===== src/rtl/sevenseg_scan_if.sv =====
// Display-side bundle for sevenseg_scan: the digit/control inputs and the
// active-low segment, dot and anode drives.
interface sevenseg_scan_if;
  logic        en;
  logic [23:0] bcd_in;
  logic        blank_lz;
  logic [6:0]  seg;
  logic        dp;
  logic [5:0]  an;

  modport master (output en, bcd_in, blank_lz, input seg, dp, an);
  modport slave  (input en, bcd_in, blank_lz, output seg, dp, an);
endinterface


===== src/rtl/sevenseg_scan.sv =====
// Six-digit common-anode seven-segment scanner with dead time, frame-coherent
// digit capture and separator dots. Define SEP_BLINK_EN to blink the separators.
module sevenseg_scan #(
  parameter int DIGIT_CLKS = 100_000,
  parameter int BLANK_CLKS = 1_000,
  parameter int BLINK_CLKS = 50_000_000
) (
  input  logic            clk,
  input  logic            rst,
  sevenseg_scan_if.slave  dsp
);

  localparam int CNT_W = (DIGIT_CLKS > 1) ? $clog2(DIGIT_CLKS) : 1;

  logic [CNT_W-1:0] cnt_r;
  logic [2:0]       idx_r;
  logic [23:0]      shadow_r;
  logic [6:0]       seg_r;
  logic             dp_r;
  logic [5:0]       an_r;

  logic             slot_end_s;
  logic             in_blank_s;
  logic             sep_on_s;
  logic [3:0]       digit_s;
  logic [6:0]       seg_n_s;
  logic             dp_n_s;
  logic [5:0]       an_n_s;

  function automatic logic [6:0] seg_decode(input logic [3:0] d);
    logic [6:0] s;
    case (d)
      4'd0:    s = 7'h40;
      4'd1:    s = 7'h79;
      4'd2:    s = 7'h24;
      4'd3:    s = 7'h30;
      4'd4:    s = 7'h19;
      4'd5:    s = 7'h12;
      4'd6:    s = 7'h02;
      4'd7:    s = 7'h78;
      4'd8:    s = 7'h00;
      4'd9:    s = 7'h10;
      default: s = 7'h3F;  // non-BCD shows a dash
    endcase
    return s;
  endfunction

  assign slot_end_s = (cnt_r == CNT_W'(DIGIT_CLKS - 1));
  assign in_blank_s = (cnt_r < CNT_W'(BLANK_CLKS));

  // Slot timer, digit index and end-of-frame shadow capture; all frozen while en is low.
  always_ff @(posedge clk or posedge rst) begin
    if (rst) begin
      cnt_r    <= '0;
      idx_r    <= 3'd0;
      shadow_r <= 24'h000000;
    end else if (dsp.en) begin
      if (slot_end_s) begin
        cnt_r <= '0;
        if (idx_r == 3'd5) begin
          idx_r    <= 3'd0;
          shadow_r <= dsp.bcd_in;
        end else begin
          idx_r    <= idx_r + 3'd1;
        end
      end else begin
        cnt_r <= cnt_r + CNT_W'(1);
      end
    end
  end

`ifdef SEP_BLINK_EN
  localparam int BLK_W = (BLINK_CLKS > 1) ? $clog2(BLINK_CLKS) : 1;

  logic [BLK_W-1:0] blink_cnt_r;
  logic             phase_r;

  // Separator blink timebase, advancing only while the display is enabled.
  always_ff @(posedge clk or posedge rst) begin
    if (rst) begin
      blink_cnt_r <= '0;
      phase_r     <= 1'b0;
    end else if (dsp.en) begin
      if (blink_cnt_r == BLK_W'(BLINK_CLKS - 1)) begin
        blink_cnt_r <= '0;
        phase_r     <= ~phase_r;
      end else begin
        blink_cnt_r <= blink_cnt_r + BLK_W'(1);
      end
    end
  end

  assign sep_on_s = phase_r;
`else
  assign sep_on_s = 1'b1;
`endif

  // Select the shadow digit for the current slot.
  always_comb begin
    digit_s = 4'd0;
    case (idx_r)
      3'd0:    digit_s = shadow_r[3:0];
      3'd1:    digit_s = shadow_r[7:4];
      3'd2:    digit_s = shadow_r[11:8];
      3'd3:    digit_s = shadow_r[15:12];
      3'd4:    digit_s = shadow_r[19:16];
      3'd5:    digit_s = shadow_r[23:20];
      default: digit_s = 4'd0;
    endcase
  end

  // Next output drive: dark when disabled or in dead time, else the decoded slot.
  always_comb begin
    an_n_s  = 6'h3F;
    seg_n_s = 7'h7F;
    dp_n_s  = 1'b1;
    if (dsp.en && !in_blank_s) begin
      an_n_s = ~(6'b000001 << idx_r);
      if ((idx_r == 3'd5) && dsp.blank_lz && (digit_s == 4'd0)) begin
        seg_n_s = 7'h7F;
      end else begin
        seg_n_s = seg_decode(digit_s);
      end
      if (((idx_r == 3'd2) || (idx_r == 3'd4)) && sep_on_s) begin
        dp_n_s = 1'b0;
      end else begin
        dp_n_s = 1'b1;
      end
    end else begin
      an_n_s  = 6'h3F;
      seg_n_s = 7'h7F;
      dp_n_s  = 1'b1;
    end
  end

  // Registered pin drive; reset blanks the display asynchronously.
  always_ff @(posedge clk or posedge rst) begin
    if (rst) begin
      an_r  <= 6'h3F;
      seg_r <= 7'h7F;
      dp_r  <= 1'b1;
    end else begin
      an_r  <= an_n_s;
      seg_r <= seg_n_s;
      dp_r  <= dp_n_s;
    end
  end

  assign dsp.an  = an_r;
  assign dsp.seg = seg_r;
  assign dsp.dp  = dp_r;

endmodule


===== src/flat_wrapper.sv =====
// flat-port wrapper written by rule: the top's interface ports become plain ports
module sevenseg_scan_flat 
#(
  parameter int DIGIT_CLKS = 100_000,
  parameter int BLANK_CLKS = 1_000,
  parameter int BLINK_CLKS = 50_000_000
)
  (clk, rst, dsp_en, dsp_bcd_in, dsp_blank_lz, dsp_seg, dsp_dp, dsp_an);
  sevenseg_scan_if dsp_i ();
  input  logic clk;
  input  logic rst;
  input wire logic [$bits(dsp_i.en)-1:0] dsp_en;
  input wire logic [$bits(dsp_i.bcd_in)-1:0] dsp_bcd_in;
  input wire logic [$bits(dsp_i.blank_lz)-1:0] dsp_blank_lz;
  output wire logic [$bits(dsp_i.seg)-1:0] dsp_seg;
  output wire logic [$bits(dsp_i.dp)-1:0] dsp_dp;
  output wire logic [$bits(dsp_i.an)-1:0] dsp_an;
  assign dsp_i.en = dsp_en;
  assign dsp_i.bcd_in = dsp_bcd_in;
  assign dsp_i.blank_lz = dsp_blank_lz;
  assign dsp_seg = dsp_i.seg;
  assign dsp_dp = dsp_i.dp;
  assign dsp_an = dsp_i.an;
  sevenseg_scan #(.DIGIT_CLKS(DIGIT_CLKS), .BLANK_CLKS(BLANK_CLKS), .BLINK_CLKS(BLINK_CLKS)) u_core (.clk(clk), .rst(rst), .dsp(dsp_i));
endmodule

===== config.mk =====
export PLATFORM = sky130hd
export DESIGN_NAME = sevenseg_scan_flat
export DESIGN_NICKNAME = d
export VERILOG_FILES = /design/src/rtl/sevenseg_scan_if.sv /design/src/rtl/sevenseg_scan.sv /design/src/flat_wrapper.sv
export SDC_FILE = /design/constraint.sdc
export NUM_CORES = 1
export LEC_CHECK = 0
export ABC_CLOCK_PERIOD_IN_PS = 3400
export CELL_PAD_IN_SITES_DETAIL_PLACEMENT = 0
export CELL_PAD_IN_SITES_GLOBAL_PLACEMENT = 1
export CORE_AREA = 3 3 86 88
export CTS_CLUSTER_SIZE = 30
export DETAILED_ROUTE_END_ITERATION = 8
export DIE_AREA = 0 0 89 91
export HOLD_SLACK_MARGIN = 0.15
export PLACE_DENSITY = 0.77
export SLEW_MARGIN = 20
export SYNTH_ARGS = -nofsm -noshare
export SYNTH_HDL_FRONTEND = slang
export SYNTH_SLANG_ARGS = --single-unit

===== constraint.sdc =====
create_clock -name clk -period 3.4 [get_ports clk]
set_input_delay 1.02 -clock clk [delete_from_list [all_inputs] [get_ports clk]]
set_output_delay 1.02 -clock clk [all_outputs]
set_load 0.05 [all_outputs]

==> summary.md, run 1 <==
| Metric | Value |
|---|---|
| #FFs+latches synth | 58 |
| Cells after Synth | about 230 |
| Setup Slack @ Placement | roughly 0.46 ns |
| CP bufs+invs | 1 |
| Clk_lat worst skew | 0.33 ns |
| Post-synth ARST share | 100.0% |
| Remaining routing DRC violations | 0 |
| Slew headroom | a little under three fifths |
| Final WS setup | 0.6905 ns |
| Rows | 30 |
| Vias in the first global route | 1758 |
| Total wire length | between 5 and 6 mm |
| IO Count | 42 |
| Core Area | between 6000 and 7000 µm² |
| Worst setup SP type | flop |
| Top_reg_cell synth | dfrtp_1 |
| Filler instances | 605 |
| Post-CTS Setup Inserts | 0 |
| Worst-Margin Slew | 0.6348 ns |
| Peak Freq | ~370 MHz |
| Largest net degree at the start of global routing | 32 |
| Chip Height | between 90 and 100 µm |
| Worst Path Arrival | around 3.0 ns |
| Sequential-to-total area share from yosys stat | about 52% |
| Synth top area cells | dfrtp_1, dfstp_2, mux2_4 |
| CP Max Fanout | 15 |
| Setup TNS Final | 0 ns |
| Period utilisation layout | between 70% and 80% |
| Layout cells sized above 1 | approximately a quarter |
| WL/cell | about 14 µm |
| CP endpoint kind | flop |
| Hold-fix buffers, CTS | 0 |
| Antenna cells | 0 |
| CTS root buf | clkbuf_8 |
| Initial DRC count | ~100 |
| Yosys cell types | 44 |
| Most common cell after layout, fill and taps aside | dfrtp_1 |
| Pwr Total | approximately 1.4 mW |
| Top cell type's share of synthesized area | approximately two fifths |
| Most frequent cells in the layout | dfrtp_1, clkdlybuf4s50_1, mux2_4, dfstp_2, nand2_1 |
| Worst Skew | about 0.0074 ns |
| Sequential Area | approximately 1500 µm² |
| Nets | between 300 and 400 |
| Crit Path Class | reg2reg |
| Initial antenna violation count | 0 |
| TritonCTS clock tree | done |
| Initial core utilization | a little over two fifths |
| Max incr delay on CP | about 0.54 ns |
| Via count | ~1800 |
| Max Slew Vio Count | 0 |
| CTS buffer count | 9 |
| Post-synth EDFFs | 0 |
| Clock sinks | 58 |
| Critical path cell sequence | and2_1 > ha_1 > a32o_1 > nor3_1 > buf_4 > ha_1 > and3b_1 > and3_1 > nor3_1 > a31o_2 > o211ai_1 |
| Worst vdd ir | roughly 190 µV |
| Final Critical Period | 2.710 ns |
| Post-DP HPWL | ~3.7 mm |
| Final number of setup-violating endpoints | 0 |
| Clk buf depth | 2 |
| Hold/Removal Path Class | reg2reg |
| Area leader, netlist | dfrtp_1 |
| Final Hold Violating Endpoints | 0 |
| P_leak | around 1.7 nW |
| Mapped Area | roughly 2800 µm² |
| Synth Area per Inst | roughly 12 µm² |
| Port bufs | between 40 and 50 |
| Outcome | finished clean |
| Synthesized net count | around 260 |
| Crit-path leading delay family | simple AND/OR/NAND/NOR gates |
| Die width | just under 90 µm |
| P per Cell Area | 407.0 nW/µm² |
| Slowest-stage cell, CP | dfrtp_1 |
| Vias per inst | between 5 and 6 |
| First-pass GRT wire length | 8.852 mm |
| Gpl congestion | 0.7600 |
| Full die area | around 8100 µm² |
| Area of the multi-input gates | 1285 µm² |
| Grt ovf | 0 |
| Post-cts sizing count | 0 |
| Yosys Warn Count | 0 |
| Post-route ant nets | 0 |
| Syn-to-layout area delta | 24.11% |
| TritonRoute pass-1 iters | 4 |
| H-tree depth | 3 |
| RSZ-0062 raised after global routing | no |
| Worst-path clk slew | about 0.06 ns |
| Critical Path RT | about 3.7 ns |
| Tot GR Track Use | around 14% |
| Max-cap check violation count | 0 |
## layout make-up
class / count / share of cell area (%)
Sequential cell: 58 / 41.76
Multi-Input combinational cell: 152 / 36.54
Timing Repair Buffer: 48 / 13.52
Clock buffer: 12 / 4.127
Tap cell: 80 / 2.846
Inverter: 6 / 0.6403
Clock inverter: 4 / 0.5692
## path summary, 6_finish.rpt
check	startpoint	to	slack [ns]	cells after the start
hold / removal	u_core.cnt_r[14]	u_core.cnt_r[14]	0.49	1
setup reg to reg	u_core.idx_r[0]	u_core.dsp.seg[3]	0.69	11
min in group asynchronous	rst	u_core.cnt_r[14]	1.08	2
max in group asynchronous	rst	u_core.shadow_r[5]	1.74	3
hold reg to reg	u_core.cnt_r[14]	u_core.cnt_r[14]	0.49	1
setup / recovery	u_core.idx_r[0]	u_core.dsp.seg[3]	0.69	11
## registers in the layout, indices dropped and copies added, names as in the netlist
name / count
u_core.cnt_r: 17
u_core.dsp.an: 6
u_core.dsp.dp: 1
u_core.dsp.seg: 7
u_core.idx_r: 3
u_core.shadow_r: 24
## power by group
part,switching (mW),internal (mW),leakage [nW],total [mW]
combinational,0.0542,0.0734,0.846,0.128
sequential,0.0436,0.731,0.745,0.774
clock,0.250,0.279,0.0899,0.530
total,0.348,1.08,1.68,1.43
## cell families (layout without fill, tap and decap cells)
family	count (synthesis)	in the layout	synth area share, %
and+or+nand+nor	70	70	14.70
DFF	58	58	51.83
muxes	34	34	15.81
AOI/OAI and AO/OA	24	24	6.358
buffers and inverters	17	70	2.825
xor gates and xnor gates	16	16	4.945
adders and majority gates	8	8	3.532
## metal layers
metal	global-route usage, %	vias to the layer above	wire length, µm
li1	-	907	-
met1	21.87	848	2739
met2	18.50	40	2159
met3	3.539	7	203
met4	6.700	0	70
met5	0	-	0
## cell usage after synthesis, types with 2 or more instances
master,instances
nor2_1,11
a21boi_0,2
and3b_1,3
nand4_1,5
buf_6,2
dfstp_2,14
and2_1,4
a32o_1,2
nor3_1,3
ha_1,8
xnor2_1,9
and3_1,6
o211ai_1,6
or2_2,2
nand3_1,7
dfrtp_1,44
nand2_1,12
o21ai_0,2
nor3b_1,2
inv_1,6
mux2i_1,8
a31o_2,2
nand3b_1,4
mux2_2,6
mux2_4,20
and4_1,3
xor2_1,7
clkbuf_1,8
a21oi_1,4
## through the flow
step | instance area [µm²] | hold slack [ns] | util (%) | std cells
4_1_cts | 3517 | 0.4922 | 52.35 | 360
2_1_floorplan | 2834 | 0.4516 | - | 227
3_3_place_gp | 3352 | 0.4770 | 49.89 | 344
3_5_place_dp | 3352 | 0.4850 | 49.89 | 344
5_1_grt | 3517 | 0.5060 | 52.35 | 360
6_report | 3517 | 0.4888 | 52.35 | 360
No activity file was read; power rests on OpenSTA's default activity.
==> run 2, diff against run 1 <==
Settings changed: ABC_CLOCK_PERIOD_IN_PS 3400 to 2700.
Clock period 3.4 ns to 2.7 ns, I/O delays scaled along.
==> run 2 against run 1 <==
  * Largest cell class unchanged
  * Sequential power is 26% higher
  * Sequential cell count stayed put
  * Critical path depth stayed put
  * Sequential share of layout area is 1.2 points lower
  * Cell area is 3.0% higher
  * Critical endpoint unchanged
  * Combinational power is 27% higher
  * Clock power is 51% higher
  * Register-to-register slack worse by 0.54 ns
  * Via count is 5.2% higher
  * Clock-buffer cell count is 1 higher
  * First-iteration DRC count is 44% lower
==> summary.md, run 2 (synthesized netlist as in run 1, its figures left out) <==
| Metric | Value |
|---|---|
| Outcome | finished clean |
| WL/cell | between 10 and 15 µm |
| TritonCTS clock tree | done |
| Internal Power | approximately 1.5 mW |
| Post-DP HPWL | between 3 and 4 mm |
| Final Hold Violating Endpoints | 0 |
| DP Area | 3402 µm² |
| CTS buffer count | 9 |
| Post-route cell area | between 3000 and 4000 µm² |
| Post-route ant nets | 0 |
| Period utilisation layout | 94.38% |
| NetSw | approximately 450 µW |
| P_leak | 1.735 nW |
| Worst setup SP type | flop |
| Largest register FFs | 24 |
| Initial antenna violation count | 0 |
| Rows | 30 |
| Worst Skew | about 0.0084 ns |
| Most frequent cells in the layout | dfrtp_1, clkdlybuf4s50_1, mux2_4, dfstp_2 |
| Final Critical Period | between 2 and 3 ns |
| H-tree depth | 3 |
| Vias per inst | a little over 5 |
| Max-cap check violation count | 0 |
| Setup TNS Final | 0 ns |
| IO Count | 42 |
| Initial core utilization | 42.18% |
| Largest Register | u_core.shadow_r |
| Antenna cells | 0 |
| Most common cell after layout, fill and taps aside | dfrtp_1 |
| First-pass GRT wire length | about 9.0 mm |
| Worst-path clk slew | ~0.060 ns |
| Nets | 318 |
| RSZ-0062 raised after global routing | no |
| TritonRoute pass-1 iters | 4 |
| Max Slew Vio Count | 0 |
| Clock power share | about two fifths |
| Remaining routing DRC violations | 0 |
| P per Cell Area | 534.5 nW/µm² |
| Tot GR Track Use | approximately 15% |
| Combinational share of power | ~8.4% |
| Port bufs | slightly above 40 |
| Core Area | 6719 µm² |
| Worst Path Arrival | roughly 2.8 ns |
| Worst vdd ir | 213.4 µV |
| Initial DRC count | 57 |
| Clk_lat worst skew | around 0.34 ns |
| Slew headroom | between 60% and 70% |
| Clk buf depth | 2 |
| Chip Height | 91 µm |
| Worst-Margin Slew | 0.4979 ns |
| Clock sinks | 58 |
| Filler instances | ~570 |
| Vias in the first global route | between 1500 and 2000 |
| Hold/Removal Path Class | reg2reg |
| Grt ovf | 0 |
| Via count | 1896 |
| Full die area | around 8100 µm² |
| Final number of setup-violating endpoints | 0 |
| Seq pwr share | roughly half |
| Total wire length | ~5.3 mm |
| Gpl congestion | between 0.7 and 0.8 |
| Switching part of the total | between 20% and 30% |
| Layout cells sized above 1 | 27.53% |
| Critical Path RT | slightly below 3 ns |
| Die width | around 89 µm |
| CP Max Fanout | 7 |
| CP endpoint kind | flop |
| Crit Path Class | reg2reg |
| Syn-to-layout area delta | 27.81% |
| CTS root buf | clkbuf_8 |
| Peak Freq | about 400 MHz |
| Largest net degree at the start of global routing | 59 |
| Post-layout util | between 50 and 60% |
run 2: final timing paths:
check,start,endpoint,slack (ns),cells after the start
hold reg to reg,u_core.cnt_r[14],u_core.cnt_r[14],0.49,1
hold / removal,u_core.cnt_r[14],u_core.cnt_r[14],0.49,1
max in group asynchronous,rst,u_core.dsp.an[0],1.56,3
setup / recovery,u_core.idx_r[0],u_core.dsp.seg[3],0.15,11
setup reg to reg,u_core.idx_r[0],u_core.dsp.seg[3],0.15,11
min in group asynchronous,rst,u_core.idx_r[2],0.85,3
run 2: through the flow:
stage          hold WS [ns]  power (mW)  std cells  setup slack [ns]
6_report             0.4891       1.936        367            0.1518
5_1_grt              0.5200       2.028        367           0.01126
4_1_cts              0.4912       1.967        365            0.1154
3_5_place_dp         0.4772       1.152        349           0.04270
3_3_place_gp         0.4559       1.148        349           0.08159
2_1_floorplan        0.4516       1.075        227           0.02925
run 2: repair_timing:
item / in CTS / in global routing
setup endpoints to repair: 0 / 5
resized for setup: 0 / 2
setup buffers: 0 / 2
hold buffers: 0 / 0
run 2: power by group through the flow:
stage	clock [mW]	sequential (mW)	combinational [mW]
5_1_grt	0.858	0.984	0.187
3_3_place_gp	0	0.988	0.160
4_1_cts	0.823	0.977	0.167
2_1_floorplan	0	0.975	0.100
3_5_place_dp	0	0.989	0.162
6_report	0.798	0.976	0.162
run 2: layout make-up:
cell class | count | area, µm² | area share [%]
Clock buffer | 13 | 158.9 | 4.387
Clock inverter | 3 | 40.04 | 1.105
Multi-Input combinational cell | 152 | 1290 | 35.61
Tap cell | 80 | 100.1 | 2.763
Inverter | 6 | 22.52 | 0.6218
Sequential cell | 58 | 1470 | 40.59
Timing Repair Buffer | 55 | 540.5 | 14.92
run 2: routing by layer:
metal / vias to the layer above / wire length (µm) / track usage (%)
met4: 0 / 140 / 8.561
met3: 11 / 235 / 2.995
met1: 917 / 2631 / 21.68
met5: - / 0 / 0
li1: 919 / - / -
met2: 49 / 2298 / 19.62
run 2: critical path: stages, from the launching register on:
cell	delay, ns
dfrtp_2	0.45
and2_1	0.16
ha_1	0.21
buf_4	0.16
a22oi_1	0.19
o221a_2	0.28
ha_1	0.20
and3b_1	0.17
and3_1	0.21
nor3_1	0.07
a31o_2	0.25
o211ai_1	0.11
